--- config.mk ---
export PLATFORM = sky130hd
export DESIGN_NAME = store_exe_tracker
export DESIGN_NICKNAME = d
export VERILOG_FILES = /design/src/rtl/store_trk_pkg.sv /design/src/rtl/store_popcnt.sv /design/src/rtl/store_exe_tracker.sv
export SDC_FILE = /design/constraint.sdc
export NUM_CORES = 1
export LEC_CHECK = 0
export ABC_AREA = 1
export CORE_MARGIN = 5
export CORE_UTILIZATION = 45
export CTS_BUF_LIST = sky130_fd_sc_hd__clkbuf_4 sky130_fd_sc_hd__clkbuf_8
export CTS_CLUSTER_SIZE = 28
export DETAILED_ROUTE_END_ITERATION = 8
export GPL_TIMING_DRIVEN = 0
export MAX_ROUTING_LAYER = met4
export PLACE_DENSITY = 0.79
export SYNTH_ARGS = -nofsm -noshare
export SYNTH_HDL_FRONTEND = slang
export SYNTH_SLANG_ARGS = --single-unit
--- constraint.sdc ---
create_clock -name clk -period 3.4 [get_ports clk]
set_input_delay 0.68 -clock clk [delete_from_list [all_inputs] [get_ports clk]]
set_output_delay 0.68 -clock clk [all_outputs]
set_load 0.01 [all_outputs]
--- src/rtl/store_trk_pkg.sv ---
// Shared types and constants for the store issue/outstanding tracker.
package store_trk_pkg;

    typedef enum logic {ST_RUN, ST_DRAIN} trk_state_t;

    localparam int DRAIN_CNT_W = 16;

endpackage

--- src/rtl/store_popcnt.sv ---
// Population count of a small valid mask; used for the issue and retire masks.
module store_popcnt #(
    parameter int IN_W  = 2,
    parameter int OUT_W = 2
) (
    input  logic [IN_W-1:0]  bits_i,
    output logic [OUT_W-1:0] count_o
);

    always_comb begin
        count_o = '0;
        for (int i = 0; i < IN_W; i++) begin
            count_o = count_o + OUT_W'(bits_i[i]);
        end
    end

endmodule

--- src/rtl/store_exe_tracker.sv ---
// Store issue counter, saturating outstanding-store tracker and drain FSM.
// Optional drain-cycle performance counter enabled by STORE_TRK_PERF_EN.
//
//   state    | meaning
//   ST_RUN   | stores from the AGU ports are accepted and counted
//   ST_DRAIN | issue stalled until outstanding stores reach zero
module store_exe_tracker
    import store_trk_pkg::*;
#(
    parameter int CNT_W     = 5,
    parameter int ISS_PORTS = 2,
    parameter int RET_PORTS = 1
) (
    input  logic                   clk,
    input  logic                   reset,
    input  logic [ISS_PORTS-1:0]   agu_iss,
    input  logic [ISS_PORTS-1:0]   agu_ctrl_3,
    input  logic [RET_PORTS-1:0]   store_ret,
    input  logic                   flush,
    input  logic                   drain_req,
    output logic [CNT_W-1:0]       store_exe_num,
    output logic [CNT_W-1:0]       store_pend_num,
    output logic                   pend_empty,
    output logic                   pend_full,
    output logic                   iss_stall,
    output logic                   drain_done,
    output logic                   err_overflow,
    output logic                   err_underflow,
    output logic [DRAIN_CNT_W-1:0] drain_cycles
);

    localparam int ISS_W = $clog2(ISS_PORTS + 1);
    localparam int RET_W = $clog2(RET_PORTS + 1);
    localparam int SUM_W = CNT_W + 2;
    localparam logic [CNT_W-1:0] PEND_MAX = '1;

    trk_state_t        state_q;
    logic [CNT_W-1:0]  exe_q, pend_q, pend_d;
    logic              drain_done_q, err_of_q, err_uf_q;
    logic              set_of, set_uf;
    logic [ISS_W-1:0]  iss_cnt, iss_acc;
    logic [RET_W-1:0]  ret_cnt;
    logic signed [SUM_W-1:0] sum;

    store_popcnt #(.IN_W(ISS_PORTS), .OUT_W(ISS_W)) u_iss_cnt (
        .bits_i  (agu_iss & agu_ctrl_3),
        .count_o (iss_cnt)
    );

    store_popcnt #(.IN_W(RET_PORTS), .OUT_W(RET_W)) u_ret_cnt (
        .bits_i  (store_ret),
        .count_o (ret_cnt)
    );

    assign iss_acc = (state_q == ST_RUN) ? iss_cnt : '0;

    // Issue and retire are netted first, then the result is clamped.
    always_comb begin
        sum    = $signed(SUM_W'(pend_q)) + $signed(SUM_W'(iss_acc))
               - $signed(SUM_W'(ret_cnt));
        pend_d = sum[CNT_W-1:0];
        set_of = 1'b0;
        set_uf = 1'b0;
        if (sum < 0) begin
            pend_d = '0;
            set_uf = 1'b1;
        end else if (sum > $signed(SUM_W'(PEND_MAX))) begin
            pend_d = PEND_MAX;
            set_of = 1'b1;
        end
    end

    always_ff @(posedge clk) begin
        if (reset) begin
            state_q      <= ST_RUN;
            exe_q        <= '0;
            pend_q       <= '0;
            drain_done_q <= 1'b0;
            err_of_q     <= 1'b0;
            err_uf_q     <= 1'b0;
        end else begin
            exe_q        <= exe_q + CNT_W'(iss_acc);
            drain_done_q <= 1'b0;
            if (flush) begin
                pend_q  <= '0;
                state_q <= ST_RUN;
            end else begin
                pend_q   <= pend_d;
                err_of_q <= err_of_q | set_of;
                err_uf_q <= err_uf_q | set_uf;
                case (state_q)
                    ST_RUN: begin
                        if (drain_req) state_q <= ST_DRAIN;
                    end
                    ST_DRAIN: begin
                        if (pend_d == '0) begin
                            state_q      <= ST_RUN;
                            drain_done_q <= 1'b1;
                        end
                    end
                    default: state_q <= ST_RUN;
                endcase
            end
        end
    end

`ifdef STORE_TRK_PERF_EN
    logic [DRAIN_CNT_W-1:0] drain_cyc_q;

    always_ff @(posedge clk) begin
        if (reset) begin
            drain_cyc_q <= '0;
        end else if (state_q == ST_DRAIN && drain_cyc_q != '1) begin
            drain_cyc_q <= drain_cyc_q + 1'b1;
        end
    end

    assign drain_cycles = drain_cyc_q;
`else
    assign drain_cycles = '0;
`endif

    assign store_exe_num  = exe_q;
    assign store_pend_num = pend_q;
    assign pend_empty     = (pend_q == '0);
    assign pend_full      = (pend_q == PEND_MAX);
    assign iss_stall      = (state_q == ST_DRAIN);
    assign drain_done     = drain_done_q;
    assign err_overflow   = err_of_q;
    assign err_underflow  = err_uf_q;

endmodule

==> run metrics, run 1 <==
Routed Antenna Nets 0; Clk Latency, worst-skew pair 0.28 ns; Setup crit start kind input port; starting density of the core 0.468; pre-CTS setup slack 0.0136 ns; first-pass GRT wire length 3580 um; WP data required ~3.6 ns; fraction of layout cells with a size suffix above 1 0.157; commonest non-fill, non-tap cell in the layout nand2_1; Initial DRC Count 17; # Post-CTS Setup Buffers 0; unrepaired setup endpoints after global routing no; Total Wirelength 2190 um; final hold violations 0; Tightest Hold Check Type flip-flop to flip-flop; largest net degree at the start of global routing 9; Fmax ~320 MHz; IO Pins 41; core area 2210 um2; H-tree lvl count 1; Worst-path clk slew 0.08 ns; Layout Cells excl Fill roughly 210; Setup Total Neg Slack 0 ns; DR pass1 iterations 5; layout overhead on the synthesized area 35.6%; Post-DP Area 1370 um2; Power, Total 0.987 mW; nets 203; Synth Area per Inst ~7.7 um2; Resize count post-CTS 0; final worst slack 0.317 ns; Synth Instances 135; most frequent cells in the layout nand2_1, clkdlybuf4s50_1, inv_1; IO Port Bufs 24; vias in the first global route 866; Layout Utilization 0.634; vias per inst 4.44; CP arrival around 3.3 ns; die area 3360 um2; R2R Setup Slk 1.05 ns; status complete, no violations; initial antenna violation count 0; fin. max-slew vios 0; max_cap viols 0; CTS tree yes; reg-to-reg endpoint iss_stall; DP Wirelength 1870 um; Seq/Total Area, Yosys 0.271; aggregate global-route resource usage 0.142; Hold WS ~0.48 ns; via count 914; worst r2r src iss_stall; final instance area about 1400 um2; Crit. End Element flip-flop; n_diodes 0; CP max FO 7; Leak 0.708 nW; # setup viols final 0; post-route minimum period between 3 and 4 ns; synth unique cells 21; post-synth design cell area 1030 um2; Worst Setup SP agu_iss[1]; DRC Markers 0; Yosys warning count 0; die height 58.0 um; CTS Buf Count 3; Worst Reg-to-Reg Cells 14; Placer Congestion between 0.8 and 0.9; kind of critical path input port to flip-flop; CTS Buffer Depth 2; Clock Skew 0.00241 ns; worst vdd ir 0.557 mV; cts hold-fix bufs 0; Wirelength per Cell 10.7 um; register bit total from synthesis 14; Die W about 58 um; grt ovf 0; clk sink count 14; Setup crit end iss_stall; period utilisation layout 0.907; filler cell count 200; num rows 17; CTS root buffer clkbuf_4; Placed Cells 202; Power Density between 700 and 800 nW/um2
-- layout make-up --
type,instances,area [um2],share of cell area
Tap cell,28,35.0,0.0250
Buffer,16,120,0.0856
Clock buffer,4,36.3,0.0259
Timing Repair Buffer,24,240,0.171
Multi-Input combinational cell,98,608,0.434
Inverter,22,82.6,0.0589
Sequential cell,14,280,0.200
-- synth_stat cells --
cell type,instances,area (um2)
a21oi_1,4,20.0
a21oi_2,2,17.5
buf_4,16,120
clkinv_1,1,3.75
conb_1,1,3.75
dfxtp_1,14,280
fa_1,2,40.0
ha_1,13,163
inv_1,20,75.1
inv_2,1,3.75
nand2_1,26,97.6
nand2_2,2,12.5
nand3_1,5,25.0
nand3_4,2,35.0
nand4_1,1,6.26
nor2_1,14,52.6
nor3_1,1,5.00
nor3_2,1,10.0
o21ai_0,4,20.0
xnor2_1,2,17.5
xor2_1,3,26.3
-- routing by layer --
layer | GRT usage | share of wire | vias up
met5 | - | 0 | -
met2 | 0.213 | 0.48 | 35
met1 | 0.164 | 0.43 | 402
li1 | - | - | 470
met3 | 0.0290 | 0.061 | 7
met4 | 0.109 | 0.028 | 0
-- worst max-delay path: stages --
cell and delay [ns]:
clkdlybuf4s50_1 0.40, nand2_1 0.06, inv_1 0.04, ha_1 0.26, nand2_1 0.07, ha_1 0.27, inv_1 0.04, ha_1 0.21
fa_1 0.42, nand3_1 0.17, nand3_4 0.14, nand3_4 0.14, nand2_1 0.06, nand2_1 0.09, nand2_2 0.07, nor2_1 0.10
nor2_1 0.04
-- how the worst min path moves through the flow --
stage                                start          endpoint  cells after the start
after floorplan           store_exe_num[3]  store_exe_num[3]                      1
after global placement       err_underflow     err_underflow                      2
after detailed placement      err_overflow      err_overflow                      2
after CTS                     err_overflow      err_overflow                      2
after global routing          err_overflow      err_overflow                      2
final                         err_overflow      err_overflow                      2
-- flip-flops by register name, summed over array words and instances, names as in the netlist --
| name | flops |
|---|---|
| iss_stall | 1 |
| err_overflow | 1 |
| drain_done | 1 |
| store_pend_num | 5 |
| err_underflow | 1 |
| store_exe_num | 5 |
-- cells by family (layout without fill, tap and decap cells) --
| family | after synthesis | after routing | share of synthesized area |
|---|---|---|---|
| AOI/OAI and AO/OA | 10 | 10 | 0.0556 |
| and+or+nand+nor | 52 | 52 | 0.236 |
| adders and majority gates | 15 | 15 | 0.196 |
| DFF | 14 | 14 | 0.271 |
| xor gates and xnor gates | 5 | 5 | 0.0423 |
| buffers and inverters | 38 | 66 | 0.196 |
| other | 1 | 16 | 0.00362 |
-- power breakdown --
| part | internal (mW) | switching [mW] | leakage [nW] |
|---|---|---|---|
| Clock | 0.0652 | 0.0542 | 0.0210 |
| Sequential | 0.197 | 0.0301 | 0.114 |
| Combinational | 0.272 | 0.368 | 0.572 |
| Total | 0.534 | 0.453 | 0.708 |
No activity file was read; power rests on OpenSTA's default activity.
==> inputs of run 2 (changes only) <==
PLACE_DENSITY = 0.78   (was 0.79)
SYNTH_HIERARCHICAL = 1   (was default)
==> run metrics, run 2 <==
Total Wirelength 2130 um (was 2190 um); first-pass GRT wire length 3710 um (was 3580 um); CP arrival 3.37 ns (was 3.27 ns); filler cell count 200 (unchanged); Placed Cells 204 (was 202); unrepaired setup endpoints after global routing no (unchanged); # Post-CTS Setup Buffers 0 (unchanged); synth unique cells 23 (was 21); CTS Buf Count 3 (unchanged); Synth Area per Inst 7.63 um2 (was 7.66 um2); top cells by count, synth nand2_1, inv_1, buf_4 (unchanged); DP Wirelength 1820 um (was 1870 um); Setup crit start kind input port (unchanged); CTS Buffer Depth 2 (unchanged); status complete, no violations (unchanged); n_diodes 0 (unchanged); HP Start err_underflow (was err_overflow); cts hold-fix bufs 0 (unchanged); Worst-path clk slew 0.08 ns (about the same); grt ovf 0 (unchanged); vias per inst 4.37 (was 4.44); layout overhead on the synthesized area 32.7% (was 35.6%); Clock Skew 0.00344 ns (was 0.00241 ns); worst hold path endpoint err_underflow (was err_overflow); most area-hungry cell type in the Yosys netlist dfxtp_1 (unchanged); CTS tree yes (unchanged); P_sw 0.554 mW (was 0.453 mW); top-count cell post-synth nand2_1 (unchanged); R2R Setup Slk 0.93 ns (was 1.05 ns); hold depth 2 (unchanged); CP max FO 7 (unchanged); Layout Utilization 0.631 (was 0.634); Area contributors post-synth dfxtp_1, ha_1, buf_4, nand2_1, inv_1 (unchanged); Routed Antenna Nets 0 (unchanged); final worst slack 0.205 ns (was 0.317 ns); pre-CTS setup slack -0.0815 ns (was 0.0136 ns); nets 205 (was 203); Yosys warning count 6 (was 0); die height 58.4 um (was 58.0 um); post-synth design cell area 1050 um2 (was 1030 um2); Power, Total 1.17 mW (was 0.987 mW); Placer Congestion 0.881 (was 0.841); aggregate global-route resource usage 0.143 (was 0.142); final instance area 1400 um2 (about the same); Tightest Hold Check Type flip-flop to flip-flop (unchanged); Initial DRC Count 18 (was 17); Power Internal 0.616 mW (was 0.534 mW); combinational share of power 0.713 (was 0.649); via count 905 (was 914); largest net degree at the start of global routing 10 (was 9); Setup Total Neg Slack 0 ns (unchanged); Worst Setup SP agu_iss[0] (was agu_iss[1]); fin. max-slew vios 0 (unchanged); Wirelength per Cell 10.3 um (was 10.7 um); vias in the first global route 913 (was 866); IO Pins 41 (unchanged); worst r2r src iss_stall (unchanged); sw frac 0.474 (was 0.459); Layout Cells excl Fill 207 (was 206); Seq/Total Area, Yosys 0.266 (was 0.271); initial antenna violation count 0 (unchanged); period utilisation layout 0.940 (was 0.907); Clk network pwr share 0.077 (was 0.121); worst vdd ir 0.666 mV (was 0.557 mV); Post-DP Area 1370 um2 (about the same); clk sink count 14 (unchanged); register bit total from synthesis 14 (unchanged); post-route minimum period 3.19 ns (was 3.08 ns); Power Density 838 nW/um2 (was 703 nW/um2); Most used DFF post-synth dfxtp_1 (unchanged); Hold WS 0.476 ns (was 0.478 ns); DR pass1 iterations 4 (was 5); fraction of layout cells with a size suffix above 1 0.162 (was 0.157); IO Port Bufs 23 (was 24); register share of total power 0.210 (was 0.230); Synth Instances 138 (was 135); Resize count post-CTS 0 (unchanged); max_cap viols 0 (unchanged); top-area cell type share of the netlist area 0.266 (was 0.271); Die W 58.4 um (was 58.0 um); WP data required 3.58 ns (about the same); Clk Latency, worst-skew pair 0.28 ns (about the same); number of flops mapped to enable cells by yosys 0 (unchanged); commonest non-fill, non-tap cell in the layout nand2_1 (unchanged); Worst Reg-to-Reg Cells 14 (unchanged); CTS root buffer clkbuf_4 (unchanged); Fmax 313 MHz (was 324 MHz); final hold violations 0 (unchanged); core area 2210 um2 (unchanged); Crit. End Element flip-flop (unchanged); kind of critical path input port to flip-flop (unchanged); num rows 17 (unchanged); Leak 0.718 nW (was 0.708 nW); most frequent cells in the layout nand2_1, clkdlybuf4s50_1, inv_1 (unchanged); starting density of the core 0.476 (was 0.468); reg-to-reg endpoint iss_stall (unchanged); H-tree lvl count 1 (unchanged); ys async rst share 0 (unchanged); DRC Markers 0 (unchanged); # setup viols final 0 (unchanged); die area 3410 um2 (was 3360 um2)
-- run 2: how the worst max path moves through the flow --
stage	endpoint	slack, ns	cells past startpoint
3_3_place_gp	iss_stall	-0.06	17
2_1_floorplan	iss_stall	0.53	16
4_1_cts	iss_stall	0.20	17
5_1_grt	iss_stall	0.03	17
3_5_place_dp	iss_stall	-0.08	17
6_report	iss_stall	0.21	17
-- run 2: layout make-up --
class,count,area [um2],area share
buffer,17,128,0.0914
clock buffer,3,22.5,0.0161
inverter,24,90.1,0.0645
multi-input combinational,98,611,0.437
sequential,14,280,0.201
tap,28,35.0,0.0251
timing repair buffer,23,230,0.165
-- run 2: logic make-up after synthesis --
| family | after synthesis | synth area share |
|---|---|---|
| xor gates and xnor gates | 4 | 0.0333 |
| buffers and inverters | 41 | 0.207 |
| and+or+nand+nor | 54 | 0.240 |
| adders and majority gates | 15 | 0.193 |
| DFF | 14 | 0.266 |
| other | 1 | 0.00356 |
| AOI/OAI and AO/OA | 9 | 0.0571 |
-- run 2: worst max-delay path, cell delays in order --
cell             delay, ns
clkdlybuf4s50_1       0.40
nand2_1               0.07
inv_1                 0.04
ha_1                  0.26
nand2_1               0.07
ha_1                  0.27
inv_1                 0.04
ha_1                  0.22
fa_1                  0.47
nand3_1               0.17
nand3_4               0.13
nand3_1               0.15
nand3_1               0.10
nor2_2                0.13
nand3_2               0.08
nand2_1               0.06
inv_1                 0.04
-- run 2: power groups by stage --
stage          sequential (mW)  clock (mW)  combinational [mW]
2_1_floorplan            0.262           0               0.592
3_3_place_gp             0.247           0               0.816
3_5_place_dp             0.250           0               0.829
4_1_cts                  0.247      0.0940               0.837
5_1_grt                  0.254       0.102               0.948
6_report                 0.246      0.0897               0.834
-- run 2: per-layer routing --
layer	global-route usage	vias up	wire length, um
li1	-	477	-
met1	0.165	384	932
met2	0.239	39	971
met3	0.0219	5	184
met4	0.0695	0	42
met5	-	-	0
